$ cat src/rtl/seq_detect_param_if.sv
// Bus bundle for seq_detect_param: configuration, serial input and detector outputs.
// The master drives configuration and data; the slave (detector) drives results.
interface seq_detect_param_if #(
  parameter int MAX_LEN = 8,
  parameter int CNT_W   = 16
);
  localparam int LEN_W = $clog2(MAX_LEN + 1);

  logic               clear;
  logic               cfg_load;
  logic [MAX_LEN-1:0] cfg_pattern;
  logic [LEN_W-1:0]   cfg_len;
  logic               cfg_overlap;
  logic               din_valid;
  logic               din;
  logic               match;
  logic [CNT_W-1:0]   match_cnt;
  logic               armed;

  modport master (
    output clear, cfg_load, cfg_pattern, cfg_len, cfg_overlap, din_valid, din,
    input  match, match_cnt, armed
  );

  modport slave (
    input  clear, cfg_load, cfg_pattern, cfg_len, cfg_overlap, din_valid, din,
    output match, match_cnt, armed
  );
endinterface

$ cat src/rtl/seq_detect_param.sv
// Run-time programmable serial pattern detector with a registered match pulse
// and a saturating match counter; overlap or non-overlap matching.
module seq_detect_param #(
  parameter int MAX_LEN = 8,
  parameter int CNT_W   = 16
) (
  input  logic                clk,
  input  logic                reset,
  seq_detect_param_if.slave   bus
);
  localparam int LEN_W = $clog2(MAX_LEN + 1);

  typedef enum logic [1:0] {DISABLED, FILL, RUN} state_t;

  state_t             state, state_next;
  logic [MAX_LEN-1:0] pat_r, pat_next;
  logic [MAX_LEN-1:0] hist, hist_next, hist_shift, mask;
  logic [LEN_W-1:0]   len_r, len_next, len_clamped;
  logic [LEN_W-1:0]   fill, fill_next, fill_inc;
  logic               ovl_r, ovl_next;
  logic               match_r, match_next, hit;
  logic [CNT_W-1:0]   cnt, cnt_next;

  always_ff @(posedge clk or posedge reset) begin
    if (reset) begin
      state   <= DISABLED;
      pat_r   <= '0;
      len_r   <= '0;
      ovl_r   <= 1'b1;
      hist    <= '0;
      fill    <= '0;
      match_r <= 1'b0;
      cnt     <= '0;
    end else begin
      state   <= state_next;
      pat_r   <= pat_next;
      len_r   <= len_next;
      ovl_r   <= ovl_next;
      hist    <= hist_next;
      fill    <= fill_next;
      match_r <= match_next;
      cnt     <= cnt_next;
    end
  end

  always_comb begin
    state_next  = state;
    pat_next    = pat_r;
    len_next    = len_r;
    ovl_next    = ovl_r;
    hist_next   = hist;
    fill_next   = fill;
    match_next  = 1'b0;
    cnt_next    = cnt;
    mask        = '0;
    len_clamped = (bus.cfg_len > LEN_W'(MAX_LEN)) ? LEN_W'(MAX_LEN) : bus.cfg_len;
    for (int i = 0; i < MAX_LEN; i++) begin
      mask[i] = (i < int'(len_r));
    end
    hist_shift = {hist[MAX_LEN-2:0], bus.din};
    fill_inc   = (fill < len_r) ? fill + LEN_W'(1) : fill;
    // A match needs len_r collected bits whose newest len_r history bits equal the pattern.
    hit = (len_r != '0) && (fill_inc >= len_r) && (((hist_shift ^ pat_r) & mask) == '0);

    if (bus.clear) begin
      hist_next  = '0;
      fill_next  = '0;
      cnt_next   = '0;
      state_next = (len_r == '0) ? DISABLED : FILL;
    end else if (bus.cfg_load) begin
      pat_next   = bus.cfg_pattern;
      len_next   = len_clamped;
      ovl_next   = bus.cfg_overlap;
      hist_next  = '0;
      fill_next  = '0;
      state_next = (len_clamped == '0) ? DISABLED : FILL;
    end else if (bus.din_valid) begin
      hist_next  = hist_shift;
      match_next = hit;
      fill_next  = (hit && !ovl_r) ? '0 : fill_inc;
      if (hit && (cnt != '1)) begin
        cnt_next = cnt + CNT_W'(1);
      end
      if (len_r == '0) begin
        state_next = DISABLED;
      end else if (fill_next == len_r) begin
        state_next = RUN;
      end else begin
        state_next = FILL;
      end
    end
  end

  assign bus.match     = match_r;
  assign bus.match_cnt = cnt;
  assign bus.armed     = (state == RUN);

endmodule

$ cat src/flat_wrapper.sv
// flat-port wrapper written by rule: the top's interface ports become plain ports
module seq_detect_param_flat 
#(
  parameter int MAX_LEN = 8,
  parameter int CNT_W   = 16
)
  (clk, reset, bus_clear, bus_cfg_load, bus_cfg_pattern, bus_cfg_len, bus_cfg_overlap, bus_din_valid, bus_din, bus_match, bus_match_cnt, bus_armed);
  seq_detect_param_if #(.MAX_LEN(MAX_LEN), .CNT_W(CNT_W)) bus_i ();
  input  logic clk;
  input  logic reset;
  input wire logic [$bits(bus_i.clear)-1:0] bus_clear;
  input wire logic [$bits(bus_i.cfg_load)-1:0] bus_cfg_load;
  input wire logic [$bits(bus_i.cfg_pattern)-1:0] bus_cfg_pattern;
  input wire logic [$bits(bus_i.cfg_len)-1:0] bus_cfg_len;
  input wire logic [$bits(bus_i.cfg_overlap)-1:0] bus_cfg_overlap;
  input wire logic [$bits(bus_i.din_valid)-1:0] bus_din_valid;
  input wire logic [$bits(bus_i.din)-1:0] bus_din;
  output wire logic [$bits(bus_i.match)-1:0] bus_match;
  output wire logic [$bits(bus_i.match_cnt)-1:0] bus_match_cnt;
  output wire logic [$bits(bus_i.armed)-1:0] bus_armed;
  assign bus_i.clear = bus_clear;
  assign bus_i.cfg_load = bus_cfg_load;
  assign bus_i.cfg_pattern = bus_cfg_pattern;
  assign bus_i.cfg_len = bus_cfg_len;
  assign bus_i.cfg_overlap = bus_cfg_overlap;
  assign bus_i.din_valid = bus_din_valid;
  assign bus_i.din = bus_din;
  assign bus_match = bus_i.match;
  assign bus_match_cnt = bus_i.match_cnt;
  assign bus_armed = bus_i.armed;
  seq_detect_param #(.MAX_LEN(MAX_LEN), .CNT_W(CNT_W)) u_core (.clk(clk), .reset(reset), .bus(bus_i));
endmodule
$ cat config.mk
export PLATFORM = sky130hd
export DESIGN_NAME = seq_detect_param_flat
export DESIGN_NICKNAME = d
export VERILOG_FILES = /design/src/rtl/seq_detect_param_if.sv /design/src/rtl/seq_detect_param.sv /design/src/flat_wrapper.sv
export SDC_FILE = /design/constraint.sdc
export NUM_CORES = 1
export LEC_CHECK = 0
export CAP_MARGIN = 25
export CORE_MARGIN = 4
export CORE_UTILIZATION = 36
export CTS_BUF_LIST = sky130_fd_sc_hd__clkbuf_8
export DETAILED_ROUTE_END_ITERATION = 8
export SYNTH_ARGS = -nofsm -noshare
export SYNTH_HDL_FRONTEND = slang
export SYNTH_SLANG_ARGS = --single-unit
$ cat constraint.sdc
create_clock -name clk -period 5.4 [get_ports clk]
set_clock_uncertainty 0.2 [all_clocks]
set_input_delay 1.08 -clock clk [delete_from_list [all_inputs] [get_ports clk]]
set_output_delay 1.08 -clock clk [all_outputs]
set_load 0.1 [all_outputs]
# Yosys cells after proc, flatten, opt, wreduce, memory -nomap -nowiden
# Index checks and enable logic that the tools add are counted.
# Widths: inputs -> output; s select.
[word_totals] register_bits=43 out_inout_bits=18
[classes] add_sub_neg=2 magnitude_cmp=11 n_eq_ne=4 muxes=23 bitwise_logic=3 n_reduce_logical=14
[op_table] op="$mux 16" count=4
[op_table] op="$mux 4" count=6
[op_table] op="$mux 7" count=3
[op_table] op="$add 16x1->16 const B" count=1
[op_table] op="$lt 3x4->1 const A" count=4
[op_table] op="$ne 16x16->1 const B" count=1
[op_table] op="$mux 2" count=5
[op_table] op="$and 8x8->8" count=1
[op_table] op="$logic_not 4->1" count=2
[op_table] op="$logic_not 8->1" count=1
[op_table] op="$lt 1x4->1 const A" count=2
[op_table] op="$lt 2x4->1 const A" count=2
[op_table] op="$xor 8x8->8" count=1
[op_table] op="$mux 1" count=5
[op_table] op="$add 4x1->4 const B" count=1
[op_table] op="$eq 4x4->1" count=1
[op_table] op="$ge 4x4->1" count=1
[op_table] op="$gt 4x4->1 const B" count=1
[op_table] op="$logic_and 1x1->1" count=4
[op_table] op="$lt 4x4->1" count=1
[op_table] op="$reduce_bool 2->1" count=2
[op_table] op="$reduce_bool 4->1" count=1
[op_table] op="$reduce_and 3->1" count=1
[op_table] op="$reduce_bool 3->1" count=1
[op_table] op="other kinds (5)" count=5

# Depth between registers and ports, before layout
[depth] ltp_word=13 ltp_mapped=17

# Worst setup path after synthesis
# No wires, ideal clock.
[synth_path] path_type="reg-to-reg" startpoint="register u_core.len_r[1]" endpoint="register u_core.state[0]" arrival_time_ns=3.359 setup_slack_ns=1.715 stages_incl_launch_ff=16 path_buffers=2 period_less_slack_ns=3.685 cell_sequence="dfrtp_1 > buf_6 > inv_1 > ha_1 > o21ai_0 > o21bai_1 > a21oi_1 > mux2_2 > ha_1 > a211o_1 > a21oi_1 > or4_4 > buf_6 > a211oi_1 > o22ai_1 > a221o_1"
[synth_via] elab_chain_len=13
[synth_rtl] element="start, declared" line="seq_detect_param.sv:18" rtl="logic [LEN_W-1:0] len_r, len_next, len_clamped;"
[synth_rtl] element="start signal, assigned" line="seq_detect_param.sv:37" rtl="len_r <= len_next;"
[synth_rtl] element="$lt 4x4->1" line="seq_detect_param.sv:61" rtl="fill_inc = (fill < len_r) ? fill + LEN_W'(1) : fill;"
[synth_rtl] element="$mux 4" line="seq_detect_param.sv:61"
[synth_rtl] element="$ge 4x4->1" line="seq_detect_param.sv:63" rtl="hit = (len_r != '0) && (fill_inc >= len_r) && (((hist_shift ^ pat_r) & mask) == '0);"
[synth_rtl] element="$logic_and 1x1->1 (2 in series)" line="seq_detect_param.sv:63"
[synth_rtl] element="$logic_and 1x1->1" line="seq_detect_param.sv:80" rtl="fill_next = (hit && !ovl_r) ? '0 : fill_inc;"
[synth_rtl] element="$mux 4" line="seq_detect_param.sv:80"
[synth_rtl] element="$eq 4x4->1" line="seq_detect_param.sv:86" rtl="end else if (fill_next == len_r) begin"
[synth_rtl] element="$mux 2" line="seq_detect_param.sv:86"
[synth_rtl] element="$mux 2" line="seq_detect_param.sv:84" rtl="if (len_r == '0) begin"
[synth_rtl] element="$mux 2" line="seq_detect_param.sv:77" rtl="end else if (bus.din_valid) begin"
[synth_rtl] element="$mux 2" line="seq_detect_param.sv:70" rtl="end else if (bus.cfg_load) begin"
[synth_rtl] element="$mux 2 (*)" line="seq_detect_param.sv:65" rtl="if (bus.clear) begin"
[synth_rtl] element="end signal, assigned" line="seq_detect_param.sv:35" rtl="state <= state_next;"
[synth_rtl] element="end, declared" line="seq_detect_param.sv:15" rtl="state_t state, state_next;"
# Mark *: on every way between the ends. The rest lies on a longest branch, timed or not. The select of a mux whose other input is x is not followed.
# A chain may end at the register's enable or synchronous reset.

# Final worst setup path
[layout_path] startpoint="register u_core.len_r[1]" endpoint="register u_core.cnt[13] (netlist: u_core.bus.match_cnt[13])"
[layout_via] elab_chain_len=8
[layout_rtl] element="$lt 4x4->1" line="seq_detect_param.sv:61"
[layout_rtl] element="$mux 4" line="seq_detect_param.sv:61"
[layout_rtl] element="$ge 4x4->1" line="seq_detect_param.sv:63"
[layout_rtl] element="$logic_and 1x1->1" line="seq_detect_param.sv:63"
[layout_rtl] element="$logic_and 1x1->1 (*)" line="seq_detect_param.sv:63"
[layout_rtl] element="$logic_and 1x1->1 (*)" line="seq_detect_param.sv:81" rtl="if (hit && (cnt != '1)) begin"
[layout_rtl] element="$reduce_bool 2->1 (no line) (*)"
[layout_rtl] element="$reduce_and 3->1 (no line) (*)"
[layout_rtl] element="end signal, assigned" line="seq_detect_param.sv:42" rtl="cnt <= cnt_next;"
[layout_rtl] element="end, declared" line="seq_detect_param.sv:22" rtl="logic [CNT_W-1:0] cnt, cnt_next;"
# Mark *: on every way between the ends. The rest lies on a longest branch, timed or not.

==> impl_metrics.tcl <==
set metrics [dict create \
    fin_cells 362 \
    yosys_warnings 0 \
    dpl.hpwl_mm 3.80 \
    ios 37 \
    finalMaxSlewViolations 0 \
    critPathSlowestCell "dfrtp_1" \
    drtAntennaViolNets 0 \
    cp_max_fo 9 \
    worst-path-stages 15 \
    sw_frac_of_total_pct 26.0 \
    internal-power_mw 0.549 \
    ctsHtreeMaxLevel 2 \
    cp_cell_sequence "inv_1 -> ha_1 -> o21ai_0 -> o21bai_1 -> a21oi_1 -> mux2_2 -> ha_1 -> a211o_1 -> a21oi_1 -> nor4_1 -> o21ai_1 -> buf_4 -> nor4_1 -> xnor2_1 -> nor2_1" \
    synth_area_leaders "dfrtp_1 (43%), xnor2_1 (5.7%), nor2_1 (4.9%)" \
    worst_path_dominant_cell_family "compound AO/OA/AOI/OAI gates" \
    track_usage_pct 13.4 \
    timing.rr.start "u_core.len_r[1]$_DFFE_PP0P_" \
    rows 29 \
    min_path_cells 1 \
    grt_pass1_vias 1814 \
    p_leak_nw 1.23 \
    yosysSeqAreaShare_pct 43.9 \
    ctsHoldBuffers 0 \
    firstDrtPassIters 4 \
    p_total_mw 0.741 \
    worstPathArrival_ns 3.96 \
    rsz0062_at_grt "no" \
    cts_buffers 5 \
    critPathRequiredTime_ns 5.35 \
    hp-class "flop to flop" \
    maxSlewHeadroom_pct 34.5 \
    max_freq_ghz 0.249 \
    r2r_cells 15 \
    place_inst 353 \
    num_vias 1879 \
    cts_setup_buffers 0 \
    maxCapViolations 0 \
    fin_ws_ns 1.39 \
    gp_congestion 0.815 \
    synth_top_area_share_pct 42.9 \
    wl_per_cell_um 14.7 \
    avgSynthCellArea_um2 9.85 \
    outcome "finished, final reports clean" \
    coreArea_mm2 0.00649 \
    fin_nets 312 \
    clk_pin_slew_worst_paths_ns 0.08 \
    cts.sinks 43 \
    die_area_mm2 0.00820 \
    switchingPower_mw 0.193 \
    grt_max_degree 44 \
    setup_viol 0 \
    gr-total-overflow 0 \
    synth_top_area_cell "dfrtp_1" \
    worstPathBufferInverterCount 2 \
    crit_type "flop to flop" \
    post_route_cells_drive_above_1_share_pct 10.2 \
    ir_worst_vdd_uv 118 \
    ctsResizeCount 0 \
    area_delta_synth_final_pct 21.7 \
    antenna_found_initial 0 \
    combPwrFrac_pct 16.3 \
    crit_path_max_incr_delay_ns 0.49 \
    finalWirelength_mm 5.31 \
    syn_area_mm2 0.00245 \
    async_flop_share_pct 100 \
    hold_viol_final 0 \
    die_h_um 90.5 \
    synth_common_cells "dfrtp_1 (42), nor2_1 (32), xnor2_1 (16)" \
    finalCritPeriodShare_pct 74.2 \
    cts-root-buf "clkbuf_8" \
    ys.flop_type "dfrtp_1" \
    place_ws_ns 1.33 \
    post-route-min-period_ns 4.01 \
    start_util_pct 37.8 \
    drt_iter0_drc 65 \
    p_clk_share_pct 35.6 \
    drt_drc_violations_left 0 \
    synth_edf_count 0 \
    cts_max_path_buffers 2 \
    synth-seq-cells 43 \
    yosysMostFrequentCell "dfrtp_1" \
    syn-num-nets 277 \
    powerDensity_mw_per_mm2 248 \
    critPathLaunch "u_core.len_r[1]$_DFFE_PP0P_" \
    worstHoldStart "u_core.pat_r[0]$_DFFE_PP0P_" \
    n_antenna_cell 0 \
    worst_slew_pin_slew_ns 0.979 \
    end_kind "flop" \
    portBuffers 36 \
    cts_tree "done" \
    synth_cell_types 46 \
    die_width_um 90.5 \
    critPathLaunchType "flop" \
    vias_per_cell 5.19 \
    grt_pass1_wl_mm 9.00 \
    insertion_delay_ns 0.30 \
    synthCells 249 \
    totalNegativeSetupSlack_ns 0 \
    power.sequential.fraction_pct 48.2 \
]
[cell families (layout without fill, tap and decap cells)]
kind of cell	after synthesis	after routing	share of synthesized area (%)
simple gates	94	94	19.6
flops	43	43	43.9
compound gates	36	36	9.34
xor+xnor	27	27	10.2
buf+inv	22	58	4.44
mux	18	18	7.86
fa+ha+maj	9	9	4.59
[layout by cell type, fill, tap and decap left out, types with 4 or more instances in the layout]
cell type and count:
nand3_1 9, nor3_1 10, nor2_1 32, xor2_1 10
mux2i_1 8, mux2_2 10, clkbuf_8 6, ha_1 9
nand2_1 11, clkdlybuf4s50_1 36, a21oi_1 10, xnor2_1 16
nand2b_1 5, nor4_1 6, o21ai_0 8, dfrtp_1 42
buf_4 4, inv_1 10
[final timing paths]
| check | to | slack [ns] |
|---|---|---|
| max in group asynchronous | u_core.ovl_r$_DFFE_PP1P_ | 3.60 |
| hold / removal | u_core.pat_r[0]$_DFFE_PP0P_ | 0.33 |
| setup reg to reg | u_core.bus.match_cnt[13]$_DFFE_PP0P_ | 1.39 |
| hold reg to reg | u_core.pat_r[0]$_DFFE_PP0P_ | 0.33 |
| min in group asynchronous | u_core.bus.match_cnt[4]$_DFFE_PP0P_ | 1.02 |
| setup / recovery | u_core.bus.match_cnt[13]$_DFFE_PP0P_ | 1.39 |
[power by group through the flow]
stage	clock network, mW	registers [mW]	logic, mW
floorplan	0	0.356	0.0949
global placement	0	0.363	0.121
detailed placement	0	0.363	0.121
CTS	0.270	0.357	0.122
global route	0.280	0.360	0.135
finish	0.264	0.357	0.121
[sequential cells by signal, summed over array words and instances (netlist names)]
name	flops
u_core.ovl_r	1
u_core.hist	7
u_core.pat_r	8
u_core.bus.match_cnt	16
u_core.len_r	4
u_core.state	2
u_core.fill	4
u_core.bus.match	1
[final cells by class]
| type | instances | area [µm²] |
|---|---|---|
| repair buffers | 40 | 390 |
| fillers | 633 | 3510 |
| inverters | 10 | 37.5 |
| well taps | 77 | 96.3 |
| multi-input cells | 184 | 1270 |
| clock inverters | 2 | 35.0 |
| clock buffers | 6 | 82.6 |
| flip-flops and latches | 43 | 1080 |
[routing by layer]
metal  wire length (µm)  vias to the layer above  global-route usage (%)  part of all wire (%)
met5                  0                        -                       0                     0
met4                 66                        0                    3.83                   1.2
met3                232                        6                    2.92                   4.4
met2               2250                       37                    19.6                    42
met1               2760                      894                    19.6                    52
li1                   -                      942                       -                     -
[metrics by stage]
step	hold slack [ns]	util, %	instance area [µm²]
after floorplan	0.301	-	2450
final	0.334	46.0	2990
after detailed placement	0.322	44.0	2860
after global routing	0.361	46.0	2990
after CTS	0.341	45.8	2980
after global placement	0.316	44.0	2860
Note: power is estimated with default switching activity, not from simulation.
